**config.mk**
```make
export PLATFORM = sky130hd
export DESIGN_NAME = cache_writeback_flat
export DESIGN_NICKNAME = d
export VERILOG_FILES = /design/src/rtl/cache_writeback_if.sv /design/src/rtl/cache_writeback.sv /design/src/flat_wrapper.sv
export SDC_FILE = /design/constraint.sdc
export NUM_CORES = 1
export LEC_CHECK = 0
export BUFFER_PORTS_ARGS = -buffer_cell sky130_fd_sc_hd__buf_2
export CORE_MARGIN = 2
export CORE_UTILIZATION = 52
export CTS_CLUSTER_DIAMETER = 60
export DETAILED_ROUTE_END_ITERATION = 10
export GPL_ROUTABILITY_DRIVEN = 0
export GPL_TIMING_DRIVEN = 0
export PLACE_DENSITY = 0.9
export SYNTH_ARGS = -nofsm -noshare
export SYNTH_HDL_FRONTEND = slang
export SYNTH_SLANG_ARGS = --single-unit
```
**constraint.sdc**
```tcl
create_clock -name clk -period 4 [get_ports clk]
set_input_delay 0.2 -clock clk [delete_from_list [all_inputs] [get_ports clk]]
set_output_delay 0.2 -clock clk [all_outputs]
set_load 0.01 [all_outputs]
```
**src/rtl/cache_writeback_if.sv**
```systemverilog
// -----------------------------------------------------------------------------
// cache_writeback_if
//
// Avalon-MM write-only master bundle used by the cache write-back engine.
//
// Signals:
//   avm_address     byte address of the word being written
//   avm_write       write request, held until accepted
//   avm_writedata   32-bit write data
//   avm_byteenable  byte lane enables (always all lanes for this engine)
//   avm_waitrequest slave stall; the request is accepted in the first cycle
//                   where avm_write=1 and avm_waitrequest=0
//
// Modports:
//   master  the write-back engine (drives request, samples waitrequest)
//   slave   the memory side / bus model
// -----------------------------------------------------------------------------
interface cache_writeback_if #(
  parameter int ADDR_WIDTH = 32
);
  logic [ADDR_WIDTH-1:0] avm_address;
  logic                  avm_write;
  logic [31:0]           avm_writedata;
  logic [3:0]            avm_byteenable;
  logic                  avm_waitrequest;

  modport master (
    output avm_address,
    output avm_write,
    output avm_writedata,
    output avm_byteenable,
    input  avm_waitrequest
  );

  modport slave (
    input  avm_address,
    input  avm_write,
    input  avm_writedata,
    input  avm_byteenable,
    output avm_waitrequest
  );
endinterface : cache_writeback_if

```
**src/rtl/cache_writeback.sv**
```systemverilog
// -----------------------------------------------------------------------------
// cache_writeback
//
// Write-back engine for one direct-mapped cache line. On an accepted start of
// a dirty line it walks the line word by word through the line store's
// combinational lookup port and issues one single-word Avalon write per word,
// strictly in order 0..N-1, then pulses done. A clean line completes in one
// cycle with no bus activity.
//
// Optional feature (compile-time macro WB_CLEAN_LINE_EN):
//   Adds a CLEAN state between the last write and DONE that pulses clrDirty
//   with clrTag = captured tag, so the top level can rewrite the line as
//   valid and clean. Without the macro the last write goes straight to DONE.
//
// Parameters:
//   CACHE_LINE_WIDTH  log2 of the line size in bytes (N = 2^(CLW-2) words)
//   TAG_WIDTH         tag bits, taken from the top of the address
//   ADDR_WIDTH        byte address width
//
// Ports:
//   clk        clock, all logic on the rising edge
//   rst        synchronous active-high reset
//   start      write-back request, only looked at while idle
//   lineTag    tag of the line, captured on accepted start
//   lineIndex  set index of the line, captured on accepted start
//   lineDirty  dirty flag of the line, sampled on accepted start
//   busy       high from the cycle after accepted start through done
//   done       one-cycle completion pulse
//   lkupOff    byte offset of the current word to the line store
//   lkupData   word returned by the line store for lkupOff
//   avm        Avalon-MM master bundle (cache_writeback_if.master)
//   clrDirty   one-cycle "mark line clean" pulse       (WB_CLEAN_LINE_EN)
//   clrTag     tag to rewrite with the clean line      (WB_CLEAN_LINE_EN)
// -----------------------------------------------------------------------------
module cache_writeback #(
  parameter int  CACHE_LINE_WIDTH = 6,
  parameter int  TAG_WIDTH        = 20,
  parameter int  ADDR_WIDTH       = 32,
  localparam int INDEX_WIDTH      = ADDR_WIDTH - TAG_WIDTH - CACHE_LINE_WIDTH,
  localparam int WORD_CNT_WIDTH   = CACHE_LINE_WIDTH - 2
) (
  input  logic                        clk,
  input  logic                        rst,

  input  logic                        start,
  input  logic [TAG_WIDTH-1:0]        lineTag,
  input  logic [INDEX_WIDTH-1:0]      lineIndex,
  input  logic                        lineDirty,
  output logic                        busy,
  output logic                        done,

  output logic [CACHE_LINE_WIDTH-1:0] lkupOff,
  input  logic [31:0]                 lkupData,

  cache_writeback_if.master           avm
`ifdef WB_CLEAN_LINE_EN
  ,
  output logic                        clrDirty,
  output logic [TAG_WIDTH-1:0]        clrTag
`endif
);

  typedef enum logic [2:0] {
    S_IDLE,
    S_LOAD,
    S_WRITE,
    S_CLEAN,
    S_DONE
  } state_t;

  state_t state_q, state_d;

  logic [TAG_WIDTH-1:0]      tag_q;
  logic [INDEX_WIDTH-1:0]    index_q;
  logic [WORD_CNT_WIDTH-1:0] word_cnt_q;

  // FSM decode strobes for the datapath.
  logic capture;   // accept a dirty line: latch tag/index, restart at word 0
  logic load;      // present the current word on the bus
  logic accept;    // bus accepted the current word this cycle
  logic advance;   // move on to the next word

  // The last word is detected explicitly so the counter never wraps
  // inside a transfer.
  logic last_word;
  assign last_word = (word_cnt_q == {WORD_CNT_WIDTH{1'b1}});

  // ---------------------------------------------------------------------------
  // State register
  // ---------------------------------------------------------------------------
  // NOTE: sequential state uses non-blocking (<=) so every flop samples the
  // pre-edge values of the others, independent of block ordering.
  always_ff @(posedge clk) begin
    if (rst) begin
      state_q <= S_IDLE;
    end else begin
      state_q <= state_d;
    end
  end

  // ---------------------------------------------------------------------------
  // Next-state and output decode
  // ---------------------------------------------------------------------------
  // NOTE: every signal written here gets a default first; a path that skips
  // an assignment would otherwise infer a latch.
  always_comb begin
    state_d = state_q;
    capture = 1'b0;
    load    = 1'b0;
    accept  = 1'b0;
    advance = 1'b0;
    busy    = 1'b1;
    done    = 1'b0;
`ifdef WB_CLEAN_LINE_EN
    clrDirty = 1'b0;
`endif

    unique case (state_q)
      S_IDLE: begin
        busy = 1'b0;
        if (start) begin
          if (lineDirty) begin
            capture = 1'b1;
            state_d = S_LOAD;
          end else begin
            // Nothing to write back: report completion straight away.
            state_d = S_DONE;
          end
        end
      end

      S_LOAD: begin
        load    = 1'b1;
        state_d = S_WRITE;
      end

      S_WRITE: begin
        if (!avm.avm_waitrequest) begin
          accept = 1'b1;
          if (last_word) begin
`ifdef WB_CLEAN_LINE_EN
            state_d = S_CLEAN;
`else
            state_d = S_DONE;
`endif
          end else begin
            advance = 1'b1;
            state_d = S_LOAD;
          end
        end
      end

      S_CLEAN: begin
`ifdef WB_CLEAN_LINE_EN
        clrDirty = 1'b1;
`endif
        state_d = S_DONE;
      end

      S_DONE: begin
        done    = 1'b1;
        state_d = S_IDLE;
      end

      default: begin
        state_d = S_IDLE;
      end
    endcase
  end

  // ---------------------------------------------------------------------------
  // Line context and word counter
  // ---------------------------------------------------------------------------
  // Tag and index are only written on an accepted start, so they cannot
  // change mid-transfer even if start is pulsed again.
  always_ff @(posedge clk) begin
    if (rst) begin
      tag_q      <= '0;
      index_q    <= '0;
      word_cnt_q <= '0;
    end else begin
      if (capture) begin
        tag_q      <= lineTag;
        index_q    <= lineIndex;
        word_cnt_q <= '0;
      end else if (advance) begin
        word_cnt_q <= word_cnt_q + 1'b1;
      end
    end
  end

  assign lkupOff = {word_cnt_q, 2'b00};

  // ---------------------------------------------------------------------------
  // Avalon request registers
  // ---------------------------------------------------------------------------
  // Address and data are loaded once per word in LOAD and then left alone,
  // which keeps them stable for as long as the slave stalls. avm_write is
  // only cleared by an accepted transfer (or reset), never by a stall.
  always_ff @(posedge clk) begin
    if (rst) begin
      avm.avm_address   <= '0;
      avm.avm_writedata <= '0;
      avm.avm_write     <= 1'b0;
    end else begin
      if (load) begin
        avm.avm_address   <= {tag_q, index_q, word_cnt_q, 2'b00};
        avm.avm_writedata <= lkupData;
        avm.avm_write     <= 1'b1;
      end else if (accept) begin
        avm.avm_write     <= 1'b0;
      end
    end
  end

  // Whole-word writes only.
  assign avm.avm_byteenable = 4'b1111;

`ifdef WB_CLEAN_LINE_EN
  // The captured tag is only meaningful while clrDirty is high; it reads as
  // zero after reset.
  assign clrTag = tag_q;
`endif

endmodule : cache_writeback

```
**src/flat_wrapper.sv**
```systemverilog
// flat-port wrapper written by rule: the top's interface ports become plain ports
module cache_writeback_flat 
#(
  parameter int  CACHE_LINE_WIDTH = 6,
  parameter int  TAG_WIDTH        = 20,
  parameter int  ADDR_WIDTH       = 32,
  localparam int INDEX_WIDTH      = ADDR_WIDTH - TAG_WIDTH - CACHE_LINE_WIDTH,
  localparam int WORD_CNT_WIDTH   = CACHE_LINE_WIDTH - 2
)
  (clk, rst, start, lineTag, lineIndex, lineDirty, busy, done, lkupOff, lkupData, avm_avm_address, avm_avm_write, avm_avm_writedata, avm_avm_byteenable, avm_avm_waitrequest);
  cache_writeback_if #(.ADDR_WIDTH(ADDR_WIDTH)) avm_i ();
  input  logic clk;
  input  logic rst;
  input  logic start;
  input  logic [TAG_WIDTH-1:0] lineTag;
  input  logic [INDEX_WIDTH-1:0] lineIndex;
  input  logic lineDirty;
  output logic busy;
  output logic done;
  output logic [CACHE_LINE_WIDTH-1:0] lkupOff;
  input  logic [31:0] lkupData;
  output wire logic [$bits(avm_i.avm_address)-1:0] avm_avm_address;
  output wire logic [$bits(avm_i.avm_write)-1:0] avm_avm_write;
  output wire logic [$bits(avm_i.avm_writedata)-1:0] avm_avm_writedata;
  output wire logic [$bits(avm_i.avm_byteenable)-1:0] avm_avm_byteenable;
  input wire logic [$bits(avm_i.avm_waitrequest)-1:0] avm_avm_waitrequest;
  assign avm_avm_address = avm_i.avm_address;
  assign avm_avm_write = avm_i.avm_write;
  assign avm_avm_writedata = avm_i.avm_writedata;
  assign avm_avm_byteenable = avm_i.avm_byteenable;
  assign avm_i.avm_waitrequest = avm_avm_waitrequest;
  cache_writeback #(.CACHE_LINE_WIDTH(CACHE_LINE_WIDTH), .TAG_WIDTH(TAG_WIDTH), .ADDR_WIDTH(ADDR_WIDTH)) u_core (.clk(clk), .rst(rst), .start(start), .lineTag(lineTag), .lineIndex(lineIndex), .lineDirty(lineDirty), .busy(busy), .done(done), .lkupOff(lkupOff), .lkupData(lkupData), .avm(avm_i));
endmodule
```
==> results of run 1 <==
[metal layers]
| metal | vias up | share of wire |
|---|---|---|
| li1 | 1783 | - |
| met1 | 1648 | 0.41 |
| met2 | 141 | 0.50 |
| met3 | 14 | 0.071 |
| met4 | 0 | 0.019 |
| met5 | - | 0 |
[placed cells by master, fill, tap and decap left out, drive strengths merged, types with 2 or more instances in the layout]
cell	netlist	final
o31ai	2	2
nor2	3	3
conb	2	8
buf	20	151
nand2	125	125
a21oi	95	95
nand3	27	27
o21ai	29	29
nor4b	3	3
or3	3	3
clkinvlp	0	2
nor3b	3	3
inv	1	3
clkbuf	27	38
or4b	2	2
dfxtp	96	96
[how the worst max path moves through the flow]
stage / start / end / slack [ns] / cells after the start
after floorplan: u_core.state_q[2] / u_core.avm.avm_writedata[1] / 2.46 / 6
after global placement: u_core.state_q[2] / u_core.avm.avm_address[29] / 2.22 / 6
after detailed placement: u_core.state_q[2] / u_core.avm.avm_writedata[13] / 2.14 / 6
after CTS: u_core.state_q[2] / u_core.avm.avm_writedata[13] / 2.11 / 6
after global routing: u_core.state_q[2] / u_core.avm.avm_address[5] / 1.96 / 6
final: u_core.state_q[2] / u_core.avm.avm_writedata[13] / 2.11 / 6
[cell families after synthesis]
logic type,share of synthesized area
muxes,0.00313
buffers and inverters,0.0626
adders and majority gates,0.00348
and+or+nand+nor,0.213
DFF,0.534
AOI/OAI and AO/OA,0.181
other,0.00209
[power groups by stage]
stage | clock network, mW | logic [mW] | registers (mW)
floorplan | 0 | 0.125 | 1.04
detailed placement | 0 | 0.221 | 1.03
global route | 0.718 | 0.248 | 1.01
global placement | 0 | 0.213 | 1.03
CTS | 0.678 | 0.222 | 1.01
finish | 0.666 | 0.223 | 1.01
[cell type report]
type | count | area [um^2]
buffer | 47 | 221
clock buffer | 11 | 151
clock inverter | 5 | 62.6
fill | 626 | 2170
inverter | 1 | 3.75
multi-input combinational | 311 | 1470
sequential | 96 | 1920
tap | 80 | 100
timing repair buffer | 131 | 656
[stage by stage]
step	hold WS, ns	power [mW]
global placement	0.438	1.24
detailed placement	0.444	1.25
global route	0.0618	1.98
finish	0.0691	1.90
CTS	0.0602	1.91
floorplan	0.336	1.16
[registers in the layout (all words and copies together), names as in the netlist]
register                  count
u_core.avm.avm_address       30
u_core.avm.avm_write          1
u_core.avm.avm_writedata     32
u_core.index_q                6
u_core.state_q                3
u_core.tag_q                 20
u_core.word_cnt_q             4
[worst min-delay path, delay by kind of cell]
family | cells | cell delay (ns)
and+or+nand+nor | 1 | 0.04
buffers and inverters | 1 | 0.09
AOI/OAI and AO/OA | 1 | 0.05
==> run summary, run 1 <==
total CTS buffers - 9
Reg2Reg Depth - 6
Avg WL per Cell - 13.8 um
EDFF count, synth - 0
most frequent CP cell - clkbuf_1
GR Util All Layers - 0.241
initial antenna violation count - 0
FFs w/ async S/R, synth - 0
fin nets - 661
area delta synth->final - 27.6%
reg2reg setup slack - 2.11 ns
grt peak-use layer - met2
Required @ worst endpoint - 4.28 ns
clk root buf - clkbuf_8
dpl cell area - 4370 um^2
Non-Filler Instances - 682
drt drc - 0
Sw Pwr - 0.493 mW
post-route setup TNS - 0 ns
die area - 7600 um^2
Tmin final - 1.89 ns
crit path capture type - flop
dominant cell type by area after synthesis - dfxtp_1
post-DP HPWL - 6770 um
P_leak - 1.96 nW
diodes inserted - 0
CP startpoint kind - flop
cells along the critical path - buf_2, or3b_2, clkbuf_1, clkbuf_1, nand2_1, a21oi_1
Slowest cell on crit path - clkbuf_1
Syn. warnings - 0
post-route setup slack - 2.11 ns
syn_area_per_cell - 8.01 um^2
Slew Limit Fails - 0
Setup Slack @ Placement - 2.14 ns
M2 GR Usage - 0.427
vias after detailed routing - 3,586
post_cts resized - 0
Hold Vio Cnt, Final - 0
Port Buffer Count - 131
actual slew at the worst max-slew pin - 0.649 ns
pwr/cell area - 413 nW/um^2
switch share - 0.260
Hold Crit Start - lkupData[1]
H-tree lvl count - 3
die width - 87.2 um
via density per instance - 5.26
setup violators final - 0
Overflow after GRT - 0
Seq/Total Area, Yosys - 0.534
Detailed Routing Iterations Pass 1 - 5
met3 Usage GRT - 0.0531
max frequency - 529 MHz
core area - 6760 um^2
Reg2Reg Capture Point - u_core.avm.avm_writedata[13]
met1 global-route usage - 0.283
Final period util - 0.472
Worst path max stage delay - 0.38 ns
boundary pin count - 140
dpl cells - 666
sequential share of power - 0.531
Syn Inst Count - 449
worst vdd ir - 0.209 mV
Logic pwr share - 0.118
Post-Syn Area - 3600 um^2
outcome - completed
Crit Path Category - reg2reg
later-pin clock latency in the skew report - 0.36 ns
CTS sink count - 96
proportion of layout cells with a drive suffix above 1 - 0.282
Design Area, Final - 4590 um^2
Rel. slew slack - 0.565
Int Pwr - 1.40 mW
post-layout util - 0.679
Setup Fix Bufs, Post-CTS - 0
top cells by count, synth - nand2_1 (125), dfxtp_1 (96), a21oi_1 (95)
Yosys reg bits - 96
Cell Rows - 30
Top delay family on crit path - buffers and inverters
Initial Util - 0.532
Worst Path Buf+Inv - 3
Max Buffers Root-to-Sink - 2
HP Class - in2reg
TritonCTS clock tree - yes
hold path endpoint - u_core.avm.avm_writedata[1]
ANT nets after route - 0
CTS Hold Buffers Added - 0
Clk pwr share - 0.351
synth unique cells - 28
post-synth top area share - 0.534
vias in the first global route - 3,226
count leader, synth - nand2_1
RSZ-0062 raised after global routing - false
Initial DRC Count - 157
Synth Flop Type - dfxtp_1
largest net degree at the start of global routing - 17
hold depth - 3
largest cells by area after synthesis - dfxtp_1 (53%), a21oi_1 (13%), nand2_1 (13%)
crit-path max FO - 10
worst clock skew - 0.0106 ns
Crit Reg-Reg Startpoint - u_core.state_q[2]
max cap viols - 0
global-route wire length before repair - 14,400 um
drt total wl - 9390 um
clock transition at the registers of the reported paths - 0.10 ns
DIE HEIGHT - 87.2 um
worst path arrival time - 2.17 ns
(Power assumes the default switching activity.)
==> run 2: changes to the inputs <==
--- a/config.mk
+++ b/config.mk
@@ -7,12 +7,12 @@
 export LEC_CHECK = 0
 export BUFFER_PORTS_ARGS = -buffer_cell sky130_fd_sc_hd__buf_2
 export CORE_MARGIN = 2
-export CORE_UTILIZATION = 52
+export CORE_UTILIZATION = 43
 export CTS_CLUSTER_DIAMETER = 60
 export DETAILED_ROUTE_END_ITERATION = 10
 export GPL_ROUTABILITY_DRIVEN = 0
 export GPL_TIMING_DRIVEN = 0
-export PLACE_DENSITY = 0.9
+export PLACE_DENSITY = 0.81
 export SYNTH_ARGS = -nofsm -noshare
 export SYNTH_HDL_FRONTEND = slang
 export SYNTH_SLANG_ARGS = --single-unit
==> constraint.sdc (replaced) <==
create_clock -name clk -period 1.6 [get_ports clk]
set_input_delay 0.08 -clock clk [delete_from_list [all_inputs] [get_ports clk]]
set_output_delay 0.08 -clock clk [all_outputs]
set_load 0.01 [all_outputs]
==> run summary, run 2 (same netlist as run 1, synthesis figures left out) <==
fin nets - 719 (was 661)
drt drc - 0 (unchanged)
P_leak - 2.24 nW (was 1.96 nW)
HP Class - in2reg (unchanged)
worst vdd ir - 0.515 mV (was 0.209 mV)
most common cell after layout, fill and taps aside - buf_2 (unchanged)
Design Area, Final - 5240 um^2 (was 4590 um^2)
later-pin clock latency in the skew report - 0.35 ns (was 0.36 ns)
Initial DRC Count - 123 (was 157)
Cell Rows - 33 (was 30)
H-tree lvl count - 3 (unchanged)
Crit Path Category - reg2reg (unchanged)
core area - 8180 um^2 (was 6760 um^2)
largest net degree at the start of global routing - 16 (was 17)
post-route setup TNS - 0 ns (unchanged)
dpl cell area - 4410 um^2 (was 4370 um^2)
diodes inserted - 0 (unchanged)
Max Buffers Root-to-Sink - 2 (unchanged)
crit path capture type - flop (unchanged)
clock transition at the registers of the reported paths - 0.09 ns (was 0.10 ns)
Sw Pwr - 1.24 mW (was 0.493 mW)
switch share - 0.263 (was 0.260)
post-route setup slack - 0.0366 ns (was 2.11 ns)
Clk pwr share - 0.313 (was 0.351)
Fin Hold WS - 0.0172 ns (was 0.0691 ns)
Rel. slew slack - 0.665 (was 0.565)
TritonCTS clock tree - yes (unchanged)
GR Util All Layers - 0.226 (was 0.241)
Required @ worst endpoint - 1.90 ns (was 4.28 ns)
Tmin final - 1.56 ns (was 1.89 ns)
global-route wire length before repair - 16,200 um (was 14,400 um)
proportion of layout cells with a drive suffix above 1 - 0.285 (was 0.282)
max cap viols - 0 (unchanged)
actual slew at the worst max-slew pin - 0.503 ns (was 0.649 ns)
boundary pin count - 140 (unchanged)
commonest cells after routing, fill and taps aside - buf_2 (139), nand2_1 (125), a21oi_1 (94) (was buf_2 (143), nand2_1 (125), dfxtp_1 (96))
Hold Vio Cnt, Final - 0 (unchanged)
post-DP HPWL - 6870 um (was 6770 um)
total CTS buffers - 9 (unchanged)
ANT nets after route - 0 (unchanged)
max reg flops - 32 (unchanged)
drt total wl - 10,500 um (was 9390 um)
Initial Util - 0.440 (was 0.532)
DIE HEIGHT - 95.4 um (was 87.2 um)
Port Buffer Count - 131 (unchanged)
die width - 95.4 um (was 87.2 um)
Logic pwr share - 0.150 (was 0.118)
crit-path max FO - 7 (was 10)
worst clock skew - 0.00900 ns (was 0.0106 ns)
Most flops, register - u_core.avm.avm_writedata (unchanged)
Overflow after GRT - 0 (unchanged)
Int Pwr - 3.46 mW (was 1.40 mW)
via density per instance - 4.98 (was 5.26)
vias after detailed routing - 3,811 (was 3,586)
initial antenna violation count - 0 (unchanged)
Avg WL per Cell - 13.7 um (was 13.8 um)
Setup Slack @ Placement - -0.250 ns (was 2.14 ns)
Detailed Routing Iterations Pass 1 - 4 (was 5)
post-layout util - 0.641 (was 0.679)
die area - 9110 um^2 (was 7600 um^2)
outcome - completed (unchanged)
number of fill cells - 720 (was 626)
Slew Limit Fails - 0 (unchanged)
clk root buf - clkbuf_8 (unchanged)
pwr/cell area - 896 nW/um^2 (was 413 nW/um^2)
Final period util - 0.977 (was 0.472)
CTS sink count - 96 (unchanged)
setup violators final - 0 (unchanged)
vias in the first global route - 3,632 (was 3,226)
CP startpoint kind - flop (unchanged)
max frequency - 640 MHz (was 529 MHz)
area delta synth->final - 45.7% (was 27.6%)
Largest regs - u_core.avm.avm_writedata (32), u_core.avm.avm_address (30), u_core.tag_q (20) (unchanged)
worst path arrival time - 1.86 ns (was 2.17 ns)
sequential share of power - 0.537 (was 0.531)
[run 2: final cells by class]
class                   instances  area (um^2)  area share
flip-flops and latches         96         1930       0.368
clock inverters                 4         28.8     0.00549
plain buffers                  45          249      0.0475
well taps                     105          131      0.0251
multi-input cells             311         1490       0.285
inverters                       1         3.75    0.000716
clock buffers                  12          155      0.0296
repair buffers                191         1250       0.239
[run 2: path summary, 6_finish.rpt]
path / start / endpoint / slack [ns] / cells past startpoint
setup / recovery: u_core.state_q[2] / u_core.word_cnt_q[3] / 0.04 / 4
hold / removal: lineTag[7] / u_core.tag_q[7] / 0.02 / 3
setup reg to reg: u_core.state_q[2] / u_core.word_cnt_q[3] / 0.04 / 4
hold reg to reg: u_core.tag_q[11] / u_core.avm.avm_address[23] / 0.44 / 2
[run 2: routing by layer]
metal  part of all wire  global-route usage  wire length [um]  vias to the layer above
met2               0.50               0.408              5240                      141
li1                   -                   -                 -                     1903
met5                  0                   0                 0                        -
met4              0.027               0.100               287                        0
met3              0.064              0.0498               677                       26
met1               0.41               0.252              4310                     1741
[run 2: power groups by stage]
stage | Clock, mW | Sequential [mW] | Combinational [mW]
final | 1.47 | 2.52 | 0.703
after detailed placement | 0 | 2.58 | 0.550
after global placement | 0 | 2.57 | 0.535
after global routing | 1.61 | 2.53 | 0.772
after floorplan | 0 | 2.59 | 0.312
after CTS | 1.50 | 2.52 | 0.680
[run 2: metrics by stage]
stage / instances / total power, mW
after floorplan: 455 / 2.90
final: 765 / 4.70
after global routing: 765 / 4.91
after CTS: 765 / 4.70
after detailed placement: 691 / 3.13
after global placement: 691 / 3.11
[run 2: critical path, cell delays in order, from the launching register on]
cell and delay [ns]:
dfxtp_1 0.34, or4b_1 0.52, buf_4 0.17, or3_1 0.36
a21oi_2 0.12
[run 2: what timing repair did]
action / CTS / global route
hold buffers: 58 / 0
buffers inserted: 2 / 0
pin swaps: 1 / 2
resized for setup: 15 / 23
endpoints found under the setup margin: 82 / 76
hold endpoints to repair: 58 / 0
